<file path="config.mk">
export PLATFORM = sky130hd
export DESIGN_NAME = apb_sb_gen
export DESIGN_NICKNAME = d
export VERILOG_FILES = /design/src/rtl/apb_sb_pkg.sv /design/src/rtl/apb_sb_dec.sv /design/src/rtl/apb_sb_gen.sv
export SDC_FILE = /design/constraint.sdc
export NUM_CORES = 1
export LEC_CHECK = 0
export CAP_MARGIN = 15
export CORE_AREA = 4 4 298 300
export CTS_CLUSTER_SIZE = 16
export DETAILED_ROUTE_END_ITERATION = 7
export DIE_AREA = 0 0 302 304
export PLACE_DENSITY = 0.38
export SYNTH_ARGS = -nofsm -noshare
export SYNTH_HDL_FRONTEND = slang
export SYNTH_HIERARCHICAL = 1
export SYNTH_SLANG_ARGS = --single-unit
</file>
<file path="constraint.sdc">
create_clock -name PCLK -period 4.2 [get_ports PCLK]
set_clock_uncertainty 0.1 [all_clocks]
set_input_delay 0.84 -clock PCLK [delete_from_list [all_inputs] [get_ports PCLK]]
set_output_delay 0.84 -clock PCLK [all_outputs]
set_load 0.01 [all_outputs]
</file>
<file path="src/rtl/apb_sb_pkg.sv">
// Shared definitions for the APB south bridge: FSM state encoding, error-log
// codes, the default error read data and the wait-counter width helper.
package apb_sb_pkg;

  typedef enum logic [1:0] {
    ST_IDLE   = 2'd0,
    ST_SETUP  = 2'd1,
    ST_ACCESS = 2'd2,
    ST_DONE   = 2'd3
  } state_e;

  localparam logic [1:0] ERR_CODE_NONE     = 2'b00;
  localparam logic [1:0] ERR_CODE_UNMAPPED = 2'b01;
  localparam logic [1:0] ERR_CODE_TIMEOUT  = 2'b10;
  localparam logic [1:0] ERR_CODE_SLVERR   = 2'b11;

  localparam logic [31:0] DEAD_BEEF = 32'hDEAD_BEEF;

  // Wait counter needs to hold TIMEOUT; keep at least one bit when disabled.
  function automatic int cnt_width(input int unsigned timeout);
    if (timeout == 32'd0) begin
      return 1;
    end else begin
      return $clog2(timeout + 32'd1);
    end
  endfunction

endpackage

</file>
<file path="src/rtl/apb_sb_dec.sv">
// Slot decoder: turns the PADDR slot field into an index, a one-hot select
// and a flag telling whether the slot exists and is populated.
module apb_sb_dec #(
  parameter int unsigned NSLV    = 16,
  parameter int unsigned DEC_W   = 4,
  parameter logic [31:0] SLV_MAP = 32'h0000_03FF
) (
  input  logic [DEC_W-1:0] field,
  output logic [DEC_W-1:0] idx,
  output logic [NSLV-1:0]  onehot,
  output logic             mapped
);

  logic [31:0] idx_ext_s;

  assign idx_ext_s = 32'(field);

  // Decode the slot field; indices past NSLV never select and are unmapped.
  always_comb begin
    idx    = field;
    onehot = {NSLV{1'b0}};
    for (int i = 0; i < NSLV; i++) begin
      onehot[i] = (idx_ext_s == 32'(i));
    end
    mapped = (idx_ext_s < 32'(NSLV)) && SLV_MAP[idx_ext_s[4:0]];
  end

endmodule

</file>
<file path="src/rtl/apb_sb_gen.sv">
// APB south bridge: one APB master fanned out to NSLV slave slots through a
// registered SETUP/ACCESS re-timing FSM, with error responses for unmapped
// slots, a per-transfer wait timeout and masked IRQ aggregation.
// Optional build macro APB_SB_ERR_LOG_EN adds a first-error capture log
// (ERR_ADDR/ERR_CODE/ERR_VALID, cleared by ERR_CLR).
module apb_sb_gen
  import apb_sb_pkg::*;
#(
  parameter int unsigned NSLV          = 16,
  parameter int unsigned DEC_LSB       = 16,
  parameter int unsigned DEC_W         = 4,
  parameter logic [31:0] SLV_MAP       = 32'h0000_03FF,
  parameter int unsigned TIMEOUT       = 255,
  parameter logic [31:0] DEFAULT_RDATA = DEAD_BEEF
) (
  input  logic                PCLK,
  input  logic                PRESET,
  input  logic [31:0]         PADDR,
  input  logic                PSEL,
  input  logic                PENABLE,
  input  logic                PWRITE,
  input  logic [31:0]         PWDATA,
  output logic [31:0]         PRDATA,
  output logic                PREADY,
  output logic                PSLVERR,
  output logic [NSLV-1:0]     PIRQ,
  output logic [NSLV-1:0]     PSEL_S,
  output logic                PENABLE_S,
  output logic [31:0]         PADDR_S,
  output logic                PWRITE_S,
  output logic [31:0]         PWDATA_S,
  input  logic [NSLV*32-1:0]  PRDATA_S,
  input  logic [NSLV-1:0]     PREADY_S,
  input  logic [NSLV-1:0]     PSLVERR_S,
`ifdef APB_SB_ERR_LOG_EN
  output logic [31:0]         ERR_ADDR,
  output logic [1:0]          ERR_CODE,
  output logic                ERR_VALID,
  input  logic                ERR_CLR,
`endif
  input  logic [NSLV-1:0]     PIRQ_S
);

  localparam int            CW      = cnt_width(TIMEOUT);
  localparam logic [CW-1:0] CNT_TO  = CW'(TIMEOUT);
  localparam logic [CW-1:0] CNT_MAX = {CW{1'b1}};
  localparam logic          TO_EN   = (TIMEOUT != 32'd0);

  state_e            state_r, state_nxt_s;
  logic [DEC_W-1:0]  idx_r, idx_nxt_s;
  logic [CW-1:0]     cnt_r, cnt_nxt_s;
  logic [NSLV-1:0]   psel_s_r, psel_nxt_s;
  logic              penable_s_r, penable_nxt_s;
  logic [31:0]       paddr_s_r, paddr_nxt_s;
  logic              pwrite_s_r, pwrite_nxt_s;
  logic [31:0]       pwdata_s_r, pwdata_nxt_s;
  logic [31:0]       prdata_r, prdata_nxt_s;
  logic              pready_r, pready_nxt_s;
  logic              pslverr_r, pslverr_nxt_s;

  logic [DEC_W-1:0]  dec_idx_s;
  logic [NSLV-1:0]   dec_onehot_s;
  logic              dec_mapped_s;
  logic              accept_s;
  logic              to_hit_s;
  logic [31:0]       sl_rdata_s;
  logic              sl_ready_s;
  logic              sl_err_s;

  apb_sb_dec #(
    .NSLV    (NSLV),
    .DEC_W   (DEC_W),
    .SLV_MAP (SLV_MAP)
  ) u_dec (
    .field  (PADDR[DEC_LSB +: DEC_W]),
    .idx    (dec_idx_s),
    .onehot (dec_onehot_s),
    .mapped (dec_mapped_s)
  );

  assign accept_s = PSEL & ~PENABLE;
  assign to_hit_s = TO_EN && (cnt_r == CNT_TO);

  // Select the addressed slave's response using the captured slot index.
  always_comb begin
    sl_rdata_s = 32'h0000_0000;
    sl_ready_s = 1'b0;
    sl_err_s   = 1'b0;
    for (int i = 0; i < NSLV; i++) begin
      sl_rdata_s = sl_rdata_s | (PRDATA_S[32*i +: 32] & {32{(32'(idx_r) == 32'(i))}});
      sl_ready_s = sl_ready_s | (PREADY_S[i] & (32'(idx_r) == 32'(i)));
      sl_err_s   = sl_err_s | (PSLVERR_S[i] & (32'(idx_r) == 32'(i)));
    end
  end

  // FSM state register; reset aborts any transfer in flight.
  always_ff @(posedge PCLK) begin
    if (PRESET) begin
      state_r <= ST_IDLE;
    end else begin
      state_r <= state_nxt_s;
    end
  end

  // FSM next-state logic.
  always_comb begin
    state_nxt_s = state_r;
    case (state_r)
      ST_IDLE: begin
        if (accept_s) begin
          state_nxt_s = dec_mapped_s ? ST_SETUP : ST_DONE;
        end else begin
          state_nxt_s = ST_IDLE;
        end
      end
      ST_SETUP:  state_nxt_s = ST_ACCESS;
      ST_ACCESS: begin
        if (sl_ready_s || to_hit_s) begin
          state_nxt_s = ST_DONE;
        end else begin
          state_nxt_s = ST_ACCESS;
        end
      end
      ST_DONE:   state_nxt_s = ST_IDLE;
      default:   state_nxt_s = ST_IDLE;
    endcase
  end

  // FSM output logic: next values for every registered output and datapath reg.
  always_comb begin
    idx_nxt_s     = idx_r;
    cnt_nxt_s     = cnt_r;
    psel_nxt_s    = psel_s_r;
    penable_nxt_s = penable_s_r;
    paddr_nxt_s   = paddr_s_r;
    pwrite_nxt_s  = pwrite_s_r;
    pwdata_nxt_s  = pwdata_s_r;
    prdata_nxt_s  = prdata_r;
    pready_nxt_s  = 1'b0;
    pslverr_nxt_s = 1'b0;
    case (state_r)
      ST_IDLE: begin
        if (accept_s) begin
          idx_nxt_s    = dec_idx_s;
          paddr_nxt_s  = PADDR;
          pwrite_nxt_s = PWRITE;
          pwdata_nxt_s = PWDATA;
          if (dec_mapped_s) begin
            psel_nxt_s = dec_onehot_s;
          end else begin
            prdata_nxt_s  = DEFAULT_RDATA;
            pready_nxt_s  = 1'b1;
            pslverr_nxt_s = 1'b1;
          end
        end else begin
          psel_nxt_s    = {NSLV{1'b0}};
          penable_nxt_s = 1'b0;
        end
      end
      ST_SETUP: begin
        cnt_nxt_s     = {CW{1'b0}};
        penable_nxt_s = 1'b1;
      end
      ST_ACCESS: begin
        if (sl_ready_s) begin
          psel_nxt_s    = {NSLV{1'b0}};
          penable_nxt_s = 1'b0;
          prdata_nxt_s  = sl_rdata_s;
          pready_nxt_s  = 1'b1;
          pslverr_nxt_s = sl_err_s;
        end else begin
          cnt_nxt_s = (cnt_r == CNT_MAX) ? cnt_r : (cnt_r + CW'(1));
          if (to_hit_s) begin
            psel_nxt_s    = {NSLV{1'b0}};
            penable_nxt_s = 1'b0;
            prdata_nxt_s  = DEFAULT_RDATA;
            pready_nxt_s  = 1'b1;
            pslverr_nxt_s = 1'b1;
          end else begin
            penable_nxt_s = 1'b1;
          end
        end
      end
      ST_DONE: begin
        psel_nxt_s    = {NSLV{1'b0}};
        penable_nxt_s = 1'b0;
      end
      default: begin
        psel_nxt_s    = {NSLV{1'b0}};
        penable_nxt_s = 1'b0;
      end
    endcase
  end

  // Datapath and output registers.
  always_ff @(posedge PCLK) begin
    if (PRESET) begin
      idx_r       <= {DEC_W{1'b0}};
      cnt_r       <= {CW{1'b0}};
      psel_s_r    <= {NSLV{1'b0}};
      penable_s_r <= 1'b0;
      paddr_s_r   <= 32'h0000_0000;
      pwrite_s_r  <= 1'b0;
      pwdata_s_r  <= 32'h0000_0000;
      prdata_r    <= 32'h0000_0000;
      pready_r    <= 1'b0;
      pslverr_r   <= 1'b0;
    end else begin
      idx_r       <= idx_nxt_s;
      cnt_r       <= cnt_nxt_s;
      psel_s_r    <= psel_nxt_s;
      penable_s_r <= penable_nxt_s;
      paddr_s_r   <= paddr_nxt_s;
      pwrite_s_r  <= pwrite_nxt_s;
      pwdata_s_r  <= pwdata_nxt_s;
      prdata_r    <= prdata_nxt_s;
      pready_r    <= pready_nxt_s;
      pslverr_r   <= pslverr_nxt_s;
    end
  end

  assign PRDATA    = prdata_r;
  assign PREADY    = pready_r;
  assign PSLVERR   = pslverr_r;
  assign PSEL_S    = psel_s_r;
  assign PENABLE_S = penable_s_r;
  assign PADDR_S   = paddr_s_r;
  assign PWRITE_S  = pwrite_s_r;
  assign PWDATA_S  = pwdata_s_r;
  assign PIRQ      = PIRQ_S & SLV_MAP[NSLV-1:0];

`ifdef APB_SB_ERR_LOG_EN
  logic        log_now_s;
  logic [1:0]  err_code_s;
  logic [31:0] err_addr_r;
  logic [1:0]  err_code_r;
  logic        err_valid_r;

  // Classify the error being reported on entry to DONE.
  always_comb begin
    log_now_s = pready_nxt_s & pslverr_nxt_s;
    if (state_r == ST_IDLE) begin
      err_code_s = ERR_CODE_UNMAPPED;
    end else if (sl_ready_s) begin
      err_code_s = ERR_CODE_SLVERR;
    end else begin
      err_code_s = ERR_CODE_TIMEOUT;
    end
  end

  // Capture only the first error; a clear wins over a same-cycle error.
  always_ff @(posedge PCLK) begin
    if (PRESET) begin
      err_addr_r  <= 32'h0000_0000;
      err_code_r  <= ERR_CODE_NONE;
      err_valid_r <= 1'b0;
    end else if (ERR_CLR) begin
      err_valid_r <= 1'b0;
    end else if (log_now_s && !err_valid_r) begin
      err_valid_r <= 1'b1;
      err_addr_r  <= paddr_nxt_s;
      err_code_r  <= err_code_s;
    end
  end

  assign ERR_ADDR  = err_addr_r;
  assign ERR_CODE  = err_code_r;
  assign ERR_VALID = err_valid_r;
`endif

endmodule
</file>
== Word level (Yosys, flattened, before mapping) ==
Memory sizes are Yosys's and may differ from the RTL's.
Index checks and enable logic that the tools add are counted.
Widths: inputs -> output; s select.

* Bits in registers: 130
* Latch bits: 0
* RAM bits: 0
* ROM bits: 16
* Bits of input ports: 629
* Output and inout bits: 132
* Memories: 1

* Add/sub/neg operators: 1
* Multipliers: 0
* Div/mod/pow operators: 0
* Order comparisons: 2
* Equal/unequal tests: 41
* Shifts and indexed selects: 0
* Multiplexer cells: 29
* Bitwise operators: 95
* Reductions and logical operators: 12

{| class="wikitable"
|+ Memory list
! memory !! depth !! width !! rd ports !! clocked after Yosys merged registers in !! wr ports !! line !! RTL
|-
| (no name shown) || 16 || 1 || 1 || 0 || 0 || apb_sb_dec.sv:25 || <nowiki>mapped = (idx_ext_s < 32'(NSLV)) && SLV_MAP[idx_ext_s[4:0]];</nowiki>
|}

{| class="wikitable"
|+ Operators by type and width
! operator !! number
|-
| $and 32x32->32 || 16
|-
| $or 32x32->32 || 15
|-
| $mux 32 || 4
|-
| $eq 4x4->1 const B || 16
|-
| $mux 16 || 4
|-
| $pmux 32 s2 || 1
|-
| $pmux 16 s3 || 1
|-
| $and 1x1->1 || 33
|-
| $eq 4x3->1 const B || 8
|-
| $logic_not 32->1 || 1
|-
| $or 1x1->1 || 30
|-
| $eq 4x2->1 const B || 4
|-
| $mux 8 || 2
|-
| $pmux 8 s2 || 1
|-
| $mux 1 || 10
|-
| $ne 2x2->1 const B || 5
|-
| $add 8x1->8 const B || 1
|-
| $eq 4x1->1 const B || 2
|-
| $eq 8x8->1 const B || 1
|-
| $pmux 2 s4 || 1
|-
| $lt 4x6->1 const B || 1
|-
| $ne 3x3->1 const B || 2
|-
| $reduce_and 3->1 || 2
|-
| $lt 4x5->1 const B || 1
|-
| other kinds (14) || 18
|}

== Logic depth before layout (Yosys ltp) ==
* Word-level depth: 20
* Depth in mapped cells: 12

== By module ==
The synthesis kept the hierarchy.

{| class="wikitable"
|+ By module, submodules not included
! module !! times used !! cells each !! area an instance (um2) !! sequential area each (um2)
|-
| apb_sb_gen || 1 || 1242 || 9424.0 || 2602.5
|-
| apb_sb_dec || 1 || 25 || 302.8 || 0.0
|}

== Worst setup path after synthesis ==
Ideal clock, no wire load.

* Path type: input-to-reg
* From: input port PREADY_S[9]
* To: register cnt_r[6]
* Library setup time: 0.074 ns
* Arrival time: 2.367 ns
* Required time: 4.026 ns
* Path slack: 1.659 ns
* Stages on the path: 7
* Path through: mux2i_1 -> o22a_1 -> o221ai_2 -> a311oi_4 -> nand2_4 -> or4_1 -> a31oi_1

* Longest elaborated chain between the ends: 10

{| class="wikitable"
|+ RTL lines
! what !! line !! RTL
|-
| from (decl) || apb_sb_gen.sv:33 || <nowiki>input logic [NSLV-1:0] PREADY_S,</nowiki>
|-
| $and 1x1->1 || apb_sb_gen.sv:91 || <nowiki>sl_ready_s = sl_ready_s | (PREADY_S[i] & (32'(idx_r) == 32'(i)));</nowiki>
|-
| $or 1x1->1 (7 in a row) || apb_sb_gen.sv:91 ||
|-
| $ne 2x2->1 (no line) || - ||
|-
| $reduce_and 3->1 (no line) || - ||
|-
| to (signal assigned) || apb_sb_gen.sv:199 || <nowiki>cnt_r <= {CW{1'b0}};</nowiki>
|-
| to (signal assigned) || apb_sb_gen.sv:210 || <nowiki>cnt_r <= cnt_nxt_s;</nowiki>
|-
| to (decl) || apb_sb_gen.sv:51 || <nowiki>logic [CW-1:0] cnt_r, cnt_nxt_s;</nowiki>
|}

Every way passes these cells.
A chain may end at the register's enable or synchronous reset.

== Worst setup path in the final report ==
* From: register idx_r[3]
* To: register prdata_r[15], in the netlist PRDATA[15]

* Longest elaborated chain between the ends: 19

{| class="wikitable"
|+ RTL lines
! what !! line !! RTL
|-
| from (decl) || apb_sb_gen.sv:50 || <nowiki>logic [DEC_W-1:0] idx_r, idx_nxt_s;</nowiki>
|-
| from (signal assigned) || apb_sb_gen.sv:198 || <nowiki>idx_r <= {DEC_W{1'b0}};</nowiki>
|-
| from (signal assigned) || apb_sb_gen.sv:209 || <nowiki>idx_r <= idx_nxt_s;</nowiki>
|-
| $eq 4x1->1 / $logic_not 4->1 (equally long branches) || apb_sb_gen.sv:90, apb_sb_gen.sv:91 ||
|-
| $and 1x1->1 / $and 32x32->32 (equally long branches) || apb_sb_gen.sv:91, apb_sb_gen.sv:90 ||
|-
| $or 1x1->1 / $or 32x32->32 (equally long branches) (15 in a row) || apb_sb_gen.sv:91, apb_sb_gen.sv:90 ||
|-
| $ne 3x3->1 (no line) / $mux 32 (equally long branches) || - ||
|-
| $reduce_and 4->1 (no line) / $pmux 32 s2 (equally long branches) || - ||
|-
| to (signal assigned) || apb_sb_gen.sv:216 || <nowiki>prdata_r <= prdata_nxt_s;</nowiki>
|-
| to (decl) || apb_sb_gen.sv:57 || <nowiki>logic [31:0] prdata_r, prdata_nxt_s;</nowiki>
|}

Several ways; a longest one is shown, not always the timed one.

==> impl_summary.txt <==
----------------------------------------------------
[Status]
  Status ... finished, final reports clean

[Synth]
  Biggest area consumer among synthesized cells ... dfxtp_1
  Sequential-to-total area share from yosys stat ... a little over a quarter
  Cell count after synthesis ... between 1000 and 1500
  Post-synthesis area per instance ... approximately 7.7 sq um
  Count of flip-flops with a built-in enable after synthesis ... 0
  Netlist cell types ... just over 70
  Mapped Area ... 9727 sq um
  Area share of the largest cell type after synthesis ... ~27%
  Synth warnings ... 6
  Post-synth ARST share ... 0%
  Synthesis-stage register bit count ... 130
  Top cells by area, synth ... dfxtp_1 27%, mux2i_1 7.8%, nand2_1 7.4%
  Most frequently used flop master after synthesis ... dfxtp_1

[Timing]
  Aggregate negative setup slack ... 0 ns
  Normalized max-slew margin ... 23.59%
  Post-route minimum period ... between 3 and 4 ns
  Number of max-slew violations in the final report ... 0
  Worst-margin pin slew ... 1.142 ns
  RSZ-0062 raised after global routing ... no
  Setup-failing EPs final ... 0
  Worst slack on hold paths ... between 0.3 and 0.4 ns
  Share of the clock period used by the worst path after layout ... about 85%
  Final worst-path setup slack ... about 0.63 ns
  Number of hold violations in the final report ... 0
  Maximum clock frequency ... between 200 and 300 MHz

[CTS]
  Clk buf depth ... 2
  Depth of the CTS H-tree ... 4
  CTS tree ... yes
  Post-cts hold buffer count ... 0
  Number of sinks on the clock net ... between 100 and 150
  Clock tree root buffer cell ... clkbuf_16
  Post-CTS setup buffer count ... 0
  Clk pin slew, worst setup/hold paths ... 0.07 ns
  TritonCTS buffer count ... 17
  Count of instances resized after the clock tree is built ... 0
  Clock latency on the worst-skew pair ... 0.47 ns

[Worst hold path]
  Worst min-delay path class ... register to register
  Hold Path Stages ... 2
  Terminating pin of the worst hold path ... PADDR_S[31]
  Hold_sp ... PADDR_S[31]

[Route]
  Starting DRT DRC Count ... roughly 1200
  DRC violation count after routing ... 0
  Post-route antenna net violation count ... 0
  WL per Instance ... roughly 33 microns
  Detailed Routing Iterations Pass 1 ... 5
  Detailed-route vias per instance ... between 4 and 5
  Via total after detailed routing ... approximately 14000
  Total wire length after detailed routing ... 105000 microns

[Placed design]
  Place WS ... ~0.34 ns
  Routability congestion estimate from global placement ... ~0.88
  DPL Wire Length ... 88040 microns
  I/O Buffers ... approximately 730
  Placed cell count ... 3099

[Power and ir drop]
  Clock power frac ... 34.4%
  Leakage component of the power ... 6.363 nW
  Sequential power share ... 29.4%
  Int Power ... 3.016 mW
  Power density relative to cell area ... approximately 240 nW/um^2
  Worst VDD drop ... around 0.00015 V
  Switching portion of total power ... 33.28%
  Net switching power ... ~1.5 mW
  Proportion of power drawn by combinational gates ... 36.2%
  Total power ... about 4.5 mW

[Setup path]
  Worst setup EP type ... register
  FF-to-FF Start ... idx_r[3]
  Cell breakdown of the critical path ... nor2b_1 -> buf_4 -> a22oi_1 -> o221ai_2 -> a311oi_4 -> a31oi_4 -> nor2_1 -> a311oi_1
  Slowest stage cell on the critical path ... a31oi_4
  CP peak stage delay ... around 0.90 ns
  Signal arrival time at the worst endpoint ... 3.82 ns
  Startpoint class of the critical path ... register
  Worst reg2reg path depth ... 8
  Setup Crit Path Kind ... register to register
  Maximum fanout count along the critical path ... 25
  Critical path data required time ... roughly 4.5 ns
  Setup slack on the worst flop-to-flop path ... between 0.6 and 0.7 ns
  Reg-to-Reg End ... PRDATA[15]

[Floorplanning]
  Starting Density ... around 11%
  Standard-cell rows ... between 100 and 150
  Top-level I/O count ... 761
  Core area ... ~86000 sq um
  Die extent in x ... 302 microns
  Die area ... between 90000 and 100000 sq um
  Vertical die dimension ... between 300 and 400 microns

[Finish]
  Layout Cells excl Fill ... ~3200
  Total area of multi-input combinational cells ... between 6000 and 7000 sq um
  Layout cells sized above 1 ... 9.261%
  Area of all sequential standard cells ... 2618 sq um
  Filler Cells Inserted ... a little under 10000
  Area growth from synthesis to final layout ... 97.39%
  Total Nets Final ... 2598

[Global route]
  Vias in the first global route ... between 10000 and 15000
  Largest net degree at the start of global routing ... 71
  Antenna violations before repair ... 57
  Remaining global-route overflow ... 0
  Wire length of the first global-routing pass ... 135400 microns
  Total Routing Usage GR ... about 22%

[Run]
  Number of max-cap violations ... 0

----------------------------------------------------
cell usage after synthesis (all sizes together), types with 5 or more instances:
master   number
nor2         89
a32o          5
clkbuf       79
a311oi       10
and2         10
a211oi       16
a2111oi       5
buf          62
mux2i        76
nand2b        8
a31oi        20
nor2b        17
o32ai         6
a22oi        80
a221oi       35
nor3         21
dfxtp       130
a22o         30
and4bb        6
o221ai        6
o21ai        56
nand2       193
a32oi        14
nor4b         5
o22ai        24
nand3        30
a222oi        6
mux2         27
nor4          5
a21oi       115
inv           7
ha            6
o211ai       11
o31ai         5
power by group through the flow:
stage / combinational (mW) / sequential, mW / clock [mW]
2_1_floorplan: 0.507 / 1.35 / 0
3_3_place_gp: 1.63 / 1.35 / 0
3_5_place_dp: 1.63 / 1.36 / 0
4_1_cts: 1.64 / 1.33 / 1.63
5_1_grt: 1.71 / 1.33 / 1.67
6_report: 1.64 / 1.33 / 1.56
cells in the final DEF (no fill, tap or decap), types with 5 or more instances in the layout:
cell and n:
nand3_1 30, diode_2 22, nor2b_1 10, a222oi_1 6, a311oi_1 9, ha_1 6, inv_1 7, a22oi_1 79
o31ai_1 5, buf_4 80, nor2b_2 6, and2_1 10, a211oi_1 16, dfxtp_1 126, a32oi_1 14, a31oi_1 19
mux2_2 27, nor3_1 20, o22ai_1 23, conb_1 6, a21oi_1 115, mux2i_1 76, a2111oi_0 5, a22o_1 30
a32o_1 5, o21ai_0 55, o221ai_1 5, nor2_2 5, nand2_1 191, clkbuf_16 17, buf_12 6, nand2b_1 8
nor2_1 83, clkdlybuf4s50_1 727, o32ai_1 6, a221oi_1 35, o211ai_1 11
critical path, delay by kind of cell (launching register included):
| family | cells | cell delay (ns) |
|---|---|---|
| buffers and inverters | 1 | 0.25 |
| flip-flops | 1 | 0.62 |
| AO/OA/AOI/OAI | 5 | 1.79 |
| AND/OR/NAND/NOR | 2 | 0.62 |
final cells by class:
class,instances,area share [%]
diodes,22,0.2867
clock buffers,19,2.255
clock inverters,13,0.7885
inverters,7,0.1369
multi-input cells,994,33.72
flip-flops and latches,130,13.63
well taps,1155,7.527
repair buffers,813,41.66
metal layers:
layer  global-route usage, %  share of wire, %  wire, microns  up-vias
li1                        -                 -              -     6211
met1                   25.91                39          41420     6974
met2                   37.11                48          50840      743
met3                   7.327               9.2           9630      142
met4                   6.667               2.6           2767       48
met5                       0              0.30            312        -
worst max-delay path by stage:
stage / endpoint / from / cells past startpoint
detailed placement: PRDATA[22] / PADDR[17] / 8
global placement: PRDATA[29] / PADDR[17] / 8
CTS: PRDATA[22] / idx_r[3] / 8
floorplan: cnt_r[6] / PREADY_S[9] / 7
global route: PRDATA[15] / idx_r[3] / 8
finish: PRDATA[15] / idx_r[3] / 8
per-stage QoR:
| stage | utilization (%) | instance area (sq um) |
|---|---|---|
| floorplan | - | 9746 |
| global placement | 21.53 | 18560 |
| detailed placement | 21.53 | 18560 |
| CTS | 22.21 | 19140 |
| global route | 22.23 | 19170 |
| finish | 22.27 | 19200 |
flip-flops by register name (all words and copies together) (netlist names):
name,cells
PRDATA,32
state_r,2
PADDR_S,32
PWRITE_S,1
idx_r,4
PSEL_S,16
PWDATA_S,32
PENABLE_S,1
cnt_r,8
PREADY,1
PSLVERR,1
kinds of logic after synthesis:
| family | count (synthesis) | synth area share, % |
|---|---|---|
| DFF | 130 | 26.76 |
| muxes | 106 | 11.64 |
| adders and majority gates | 6 | 0.7718 |
| and+or+nand+nor | 414 | 20.30 |
| buffers and inverters | 148 | 7.371 |
| AOI/OAI and AO/OA | 462 | 33.12 |
| other | 1 | 0.03855 |
(Power assumes the default switching activity.)
